===== src/rtl/core_wb_arbiter_pkg.sv =====
// Shared types for the writeback arbiter: result lines, FIFO entries and
// register-file widths used by both the arbiter and its per-unit FIFOs.
package core_wb_arbiter_pkg;

    localparam int W     = 16;
    localparam int NREGS = 16;
    localparam int RW    = $clog2(NREGS);

    typedef logic [W-1:0]     word_t;
    typedef logic [NREGS-1:0] hword_t;
    typedef logic [RW-1:0]    reg_num_t;

    typedef struct packed {
        reg_num_t rd;
        word_t    value;
        logic     ready;
    } wb_line_t;

    typedef struct packed {
        reg_num_t rd;
        word_t    value;
    } wb_entry_t;

    function automatic hword_t reg_onehot(input reg_num_t rd);
        return hword_t'(1) << rd;
    endfunction

endpackage


===== src/rtl/core_wb_fifo.sv =====
// Single-push / single-pop synchronous FIFO holding writeback entries for one
// execution unit. A full FIFO accepts a push only when it pops in the same cycle.
module core_wb_fifo
    import core_wb_arbiter_pkg::*;
#(
    parameter int DEPTH = 4
) (
    input  logic                   clk,
    input  logic                   rst_n,
    input  logic                   i_push,
    input  wb_entry_t              i_data,
    input  logic                   i_pop,
    output wb_entry_t              o_head,
    output logic                   o_empty,
    output logic [$clog2(DEPTH):0] o_count
);

    localparam int PW = $clog2(DEPTH);
    localparam int CW = PW + 1;

    wb_entry_t     r_mem [DEPTH];
    logic [PW-1:0] r_wr_ptr;
    logic [PW-1:0] r_rd_ptr;
    logic [CW-1:0] r_count;

    logic w_full;
    logic w_do_push;
    logic w_do_pop;

    assign w_full    = (r_count == CW'(DEPTH));
    assign w_do_pop  = i_pop && (r_count != '0);
    assign w_do_push = i_push && (!w_full || w_do_pop);

    // NOTE: sequential state uses non-blocking assignments so every register
    // samples pre-edge values regardless of statement order.
    always_ff @(posedge clk or negedge rst_n) begin
        if (!rst_n) begin
            r_wr_ptr <= '0;
            r_rd_ptr <= '0;
            r_count  <= '0;
        end else begin
            if (w_do_push) r_wr_ptr <= r_wr_ptr + 1'b1;
            if (w_do_pop)  r_rd_ptr <= r_rd_ptr + 1'b1;
            if (w_do_push && !w_do_pop)      r_count <= r_count + 1'b1;
            else if (w_do_pop && !w_do_push) r_count <= r_count - 1'b1;
        end
    end

    // NOTE: storage has no reset; r_count alone decides which entries are valid,
    // so the array can map onto plain RAM/flops without a reset network.
    always_ff @(posedge clk) begin
        if (w_do_push) r_mem[r_wr_ptr] <= i_data;
    end

    assign o_head  = r_mem[r_rd_ptr];
    assign o_empty = (r_count == '0);
    assign o_count = r_count;

    a_no_overflow: assert property (@(posedge clk) disable iff (!rst_n)
        !(i_push && w_full && !i_pop));

endmodule


===== src/rtl/core_wb_arbiter.sv =====
// Writeback collector: buffers per-unit results, round-robin arbitrates them onto
// the single register-file write port and maintains the RAW pending scoreboard.
module core_wb_arbiter
    import core_wb_arbiter_pkg::*;
#(
    parameter int UNITS = 3,
    parameter int DEPTH = 4
) (
    input  logic     clk,
    input  logic     rst_n,
    input  wb_line_t i_wb       [UNITS],
    input  hword_t   i_raw_mask [UNITS],
    output logic     o_rf_we,
    output reg_num_t o_rf_rd,
    output word_t    o_rf_value,
    output hword_t   o_pending,
    output logic     o_stall
);

    localparam int RRW = $clog2(UNITS);
    localparam int CW  = $clog2(DEPTH) + 1;

    wb_entry_t      w_push_data [UNITS];
    wb_entry_t      w_head      [UNITS];
    logic [CW-1:0]  w_count     [UNITS];
    logic [UNITS-1:0] w_empty;
    logic [UNITS-1:0] w_pop;

    logic [RRW-1:0] r_rr;
    logic [RRW-1:0] w_grant;
    logic [RRW-1:0] w_rr_next;
    logic           w_grant_valid;
    wb_entry_t      w_win;

    logic     r_rf_we;
    reg_num_t r_rf_rd;
    word_t    r_rf_value;
    hword_t   r_pending;
    hword_t   w_set;
    hword_t   w_clr;
    logic     w_stall;

    for (genvar u = 0; u < UNITS; u++) begin : g_fifo
        assign w_push_data[u] = '{rd: i_wb[u].rd, value: i_wb[u].value};
        assign w_pop[u]       = w_grant_valid && (w_grant == RRW'(u));

        core_wb_fifo #(.DEPTH(DEPTH)) u_fifo (
            .clk     (clk),
            .rst_n   (rst_n),
            .i_push  (i_wb[u].ready),
            .i_data  (w_push_data[u]),
            .i_pop   (w_pop[u]),
            .o_head  (w_head[u]),
            .o_empty (w_empty[u]),
            .o_count (w_count[u])
        );
    end

    // NOTE: every signal driven here gets a default before any conditional
    // assignment, so no path leaves it unassigned and no latch is inferred.
    always_comb begin
        int idx;
        w_grant_valid = 1'b0;
        w_grant       = r_rr;
        idx           = 0;
        for (int k = 0; k < UNITS; k++) begin
            idx = int'(r_rr) + k;
            if (idx >= UNITS) idx = idx - UNITS;
            if (!w_grant_valid && !w_empty[idx]) begin
                w_grant_valid = 1'b1;
                w_grant       = RRW'(idx);
            end
        end
    end

    assign w_win     = w_head[w_grant];
    assign w_rr_next = (w_grant == RRW'(UNITS - 1)) ? '0 : w_grant + 1'b1;

    always_ff @(posedge clk or negedge rst_n) begin
        if (!rst_n) begin
            r_rf_we    <= 1'b0;
            r_rf_rd    <= '0;
            r_rf_value <= '0;
            r_rr       <= '0;
        end else begin
            r_rf_we <= w_grant_valid;
            if (w_grant_valid) begin
                r_rf_rd    <= w_win.rd;
                r_rf_value <= w_win.value;
                r_rr       <= w_rr_next;
            end
        end
    end

    // Set is applied after clear so a register re-issued in its retire cycle stays pending.
    always_comb begin
        w_set = '0;
        for (int u = 0; u < UNITS; u++) w_set = w_set | i_raw_mask[u];
        w_clr = w_grant_valid ? reg_onehot(w_win.rd) : '0;
    end

    always_ff @(posedge clk or negedge rst_n) begin
        if (!rst_n) r_pending <= '0;
        else        r_pending <= (r_pending & ~w_clr) | w_set;
    end

    always_comb begin
        w_stall = 1'b0;
        for (int u = 0; u < UNITS; u++) begin
            if (w_count[u] >= CW'(DEPTH - 1)) w_stall = 1'b1;
        end
    end

    assign o_rf_we    = r_rf_we;
    assign o_rf_rd    = r_rf_rd;
    assign o_rf_value = r_rf_value;
    assign o_pending  = r_pending;
    assign o_stall    = w_stall;

endmodule


===== config.mk =====
export PLATFORM = sky130hd
export DESIGN_NAME = core_wb_arbiter
export DESIGN_NICKNAME = d
export VERILOG_FILES = /design/src/rtl/core_wb_arbiter_pkg.sv /design/src/rtl/core_wb_fifo.sv /design/src/rtl/core_wb_arbiter.sv
export SDC_FILE = /design/constraint.sdc
export NUM_CORES = 1
export LEC_CHECK = 0
export CORE_UTILIZATION = 43
export DETAILED_ROUTE_END_ITERATION = 8
export GPL_TIMING_DRIVEN = 1
export MAX_ROUTING_LAYER = met4
export PLACE_DENSITY = 0.66
export SYNTH_ARGS = -nofsm -noshare
export SYNTH_HDL_FRONTEND = slang
export SYNTH_SLANG_ARGS = --single-unit

===== constraint.sdc =====
create_clock -name clk -period 3.9 [get_ports clk]
set_input_delay 0.78 -clock clk [delete_from_list [all_inputs] [get_ports clk]]
set_output_delay 0.78 -clock clk [all_outputs]
set_load 0.02 [all_outputs]

==> impl_results.md <==
- Outcome: finished, final reports clean
- Root Buffer: clkbuf_16
- Power Internal: 8.029 mW
- Achievable frequency: 0.2696 GHz
- Gr ovfl total: 0
- Prevailing post-synth register cell: edfxtp_1
- Vias: 6720
- Least-Margin Pin Slew: 0.9276 ns
- Net count after synthesis: 784
- Worst-path maximum fanout: 10
- Core Region: 0.02725 mm^2
- Bufs and invs on worst path: 1
- Post-route cell area: 0.01521 mm^2
- Cell count along the critical path: 13
- Fin. Hold Viols: 0
- Vias in the first global route: 7097
- First-pass GRT wire length: 40.54 mm
- Clk_lat worst skew: 0.57 ns
- Power Density: 805.4 mW/mm^2
- Cell Rows: 60
- R2r setup slk: 0.19 ns
- Io pins: 151
- Worst-case reg-to-reg path depth: 13
- RePlAce Congestion: 0.8997
- Top sig layer: met4
- Asr flop ratio synth: 0.2000
- Largest cells by area after synthesis: edfxtp_1 (60%), dfrtp_1 (12%), mux4_2 (11%), ha_1 (1.8%), mux2i_1 (1.7%)
- Unique cell type count in the Yosys netlist: 53
- Cts bufs inserted: 31
- Synth top cells by count: edfxtp_1 (240), dfrtp_1 (60), mux4_2 (60), o21ai_0 (24), nor4_1 (21)
- Leak pwr: 5.145 nW
- Finished Layout Cells: 1234
- Final Skew: 0.01746 ns
- Crit-path cells: ha_4, nor4_1, o311a_1, o31a_1, o41a_2, or2_1, a31oi_2, ha_1, inv_1, fa_1, xor2_1, nor2_1, xor2_1
- Worst slew margin: 0.3816
- Pin count of the biggest net entering global routing: 37
- WP data arrival: 4.19 ns
- Crit path capture type: register
- Fill cells: 2081
- Final slew viol count: 0
- Area post-placement: 0.01418 mm^2
- Initial antenna violation count: 1
- CTS tree: yes
- RSZ-0062 raised after global routing: false
- Sequential area share after synthesis: 0.7215
- Most frequent cell after synthesis: edfxtp_1
- Layout Nets: 969
- Die Area: 0.02874 mm^2
- Clock-pin slew on the worst setup and hold paths: 0.06 ns
- Total routed wirelength: 26.10 mm
- Total power: 12.25 mW
- EDFF count, synth: 240
- Synthesized flop and latch total: 300
- Cell mode on critical path: xor2_1
- Post-detailed-route count of antenna-violating nets: 0
- Net Sw Frac: 0.3447
- Syn_area_per_cell: 18.54 um^2
- Worst hold path type: in -> async
- Largest delay share family, worst path: compound AO/OA/AOI/OAI gates
- CP max-delay cell: dfrtp_1
- Total GRT Usage: 0.1923
- Logic pwr share: 0.381
- Post-Place Worst Slack: 0.09352 ns
- Hold WS: 0.3560 ns
- Number of port buffers: 150
- Kind of critical path: reg -> reg
- Post-synth top area share: 0.5971
- Final core occ: 0.5583
- Clock group share of total power: 0.233
- Sw Pwr: 4.223 mW
- WL met2: 13.07 mm
- Detail Route met3 WL: 1.804 mm
- Share of cells above drive strength 1: 0.1847
- Die W: 169.5 um
- Multi-input gate area: 0.003197 mm^2
- Sequential share of power: 0.387
- # setup viols final: 0
- Iteration-0 DRC Markers: 445
- DR WL/cell: 21.15 um
- Register Area: 0.008708 mm^2
- Fin crit period: 3.709 ns
- CP Data Required Time: 4.38 ns
- Met1 WL: 10.65 mm
- Post-route DRC violation count: 0
- Setup WS post-layout: 0.1915 ns
- Placed cell count: 1174
- Layout area overhead: 26.05%
- Synth area leader: edfxtp_1
- Clock Sinks: 300
- Fin crit share: 0.9509
- Max Cap Violations: 0
- Syn. warnings: 0
- Initial core utilization: 0.4429
- Via density: 5.446
- Buffer depth of the longest clock path: 3
- First-pass DRT Iterations: 5
- Die height: 169.5 um
- CP peak stage delay: 0.44 ns
- Mapped cell area: 0.01207 mm^2
- Startpoint Class: register
- RR Startpoint: r_rr[1]
- Gate Count Post-Synth: 651
- Post-Route Setup TNS: 0 ns
- H-tree lvl count: 1
- Max IR drop VDD: 0.0004297 V
- R2r endpoint: g_fifo[0].u_fifo.o_count[2]
- Post-DP HPWL: 17.98 mm
==> sequential cells by signal, indices dropped and copies added (netlist names) <==
name and flops:
g_fifo.u_fifo.r_rd_ptr 6, r_rr 2, o_rf_we 1, g_fifo.u_fifo.r_wr_ptr 6, o_rf_value 16, o_rf_rd 4, g_fifo.u_fifo.r_mem 240, g_fifo.u_fifo.o_count 9
o_pending 16
==> layout by cell type, fill, tap and decap left out, drive strengths merged, types with 17 or more instances in the layout <==
cell | synthesis | final
o21ai | 28 | 28
clkbuf | 17 | 45
a22oi | 17 | 17
clkdlybuf4s50 | 0 | 149
dfrtp | 60 | 60
mux2i | 20 | 20
ha | 17 | 17
mux4 | 60 | 60
edfxtp | 240 | 240
buf | 11 | 31
nor3 | 21 | 21
inv | 17 | 19
nor4 | 22 | 22
nor2 | 18 | 18
==> routing by layer <==
layer / vias to the layer above / GRT usage
met4: 0 / 0.04034
met2: 271 / 0.3242
met3: 47 / 0.03731
met1: 3407 / 0.2430
met5: - / -
li1: 2995 / -
==> logic make-up after synthesis <==
logic type / synth area share
DFF: 0.7215
and+or+nand+nor: 0.04727
AOI/OAI and AO/OA: 0.04904
muxes: 0.1313
buffers and inverters: 0.01514
adders and majority gates: 0.02260
xor gates and xnor gates: 0.01306
==> power by group through the flow <==
stage / clock network [mW] / logic (mW) / registers, mW
after floorplan: 0 / 3.00 / 4.80
after global placement: 0 / 4.52 / 4.75
after detailed placement: 0 / 4.70 / 4.80
after CTS: 2.91 / 4.71 / 4.74
after global routing: 3.03 / 5.08 / 4.81
final: 2.85 / 4.67 / 4.74
==> final cells by class <==
class	instances	area share
tap	372	0.03059
inverter	18	0.004441
antenna	1	0.0001645
clock inverter	13	0.006908
sequential	300	0.5724
timing repair buffer	180	0.1156
clock buffer	45	0.05971
multi-input combinational	305	0.2101
==> timing repair <==
item                                    4_1_cts  5_1_grt
endpoints found under the setup margin        0       55
resized for setup                             0        2
hold buffers                                  0        0
setup buffers                                 0        1
==> how the worst max path moves through the flow <==
stage	startpoint	end	slack, ns
global route	r_rr[1]	g_fifo[0].u_fifo.o_count[2]	0.04
global placement	r_rr[0]	g_fifo[0].u_fifo.o_count[2]	0.25
CTS	r_rr[0]	g_fifo[0].u_fifo.o_count[2]	0.05
detailed placement	r_rr[0]	g_fifo[0].u_fifo.o_count[2]	0.09
finish	r_rr[1]	g_fifo[0].u_fifo.o_count[2]	0.19
floorplan	r_rr[0]	g_fifo[0].u_fifo.o_count[2]	0.07
Note: power is estimated with default switching activity, not from simulation.
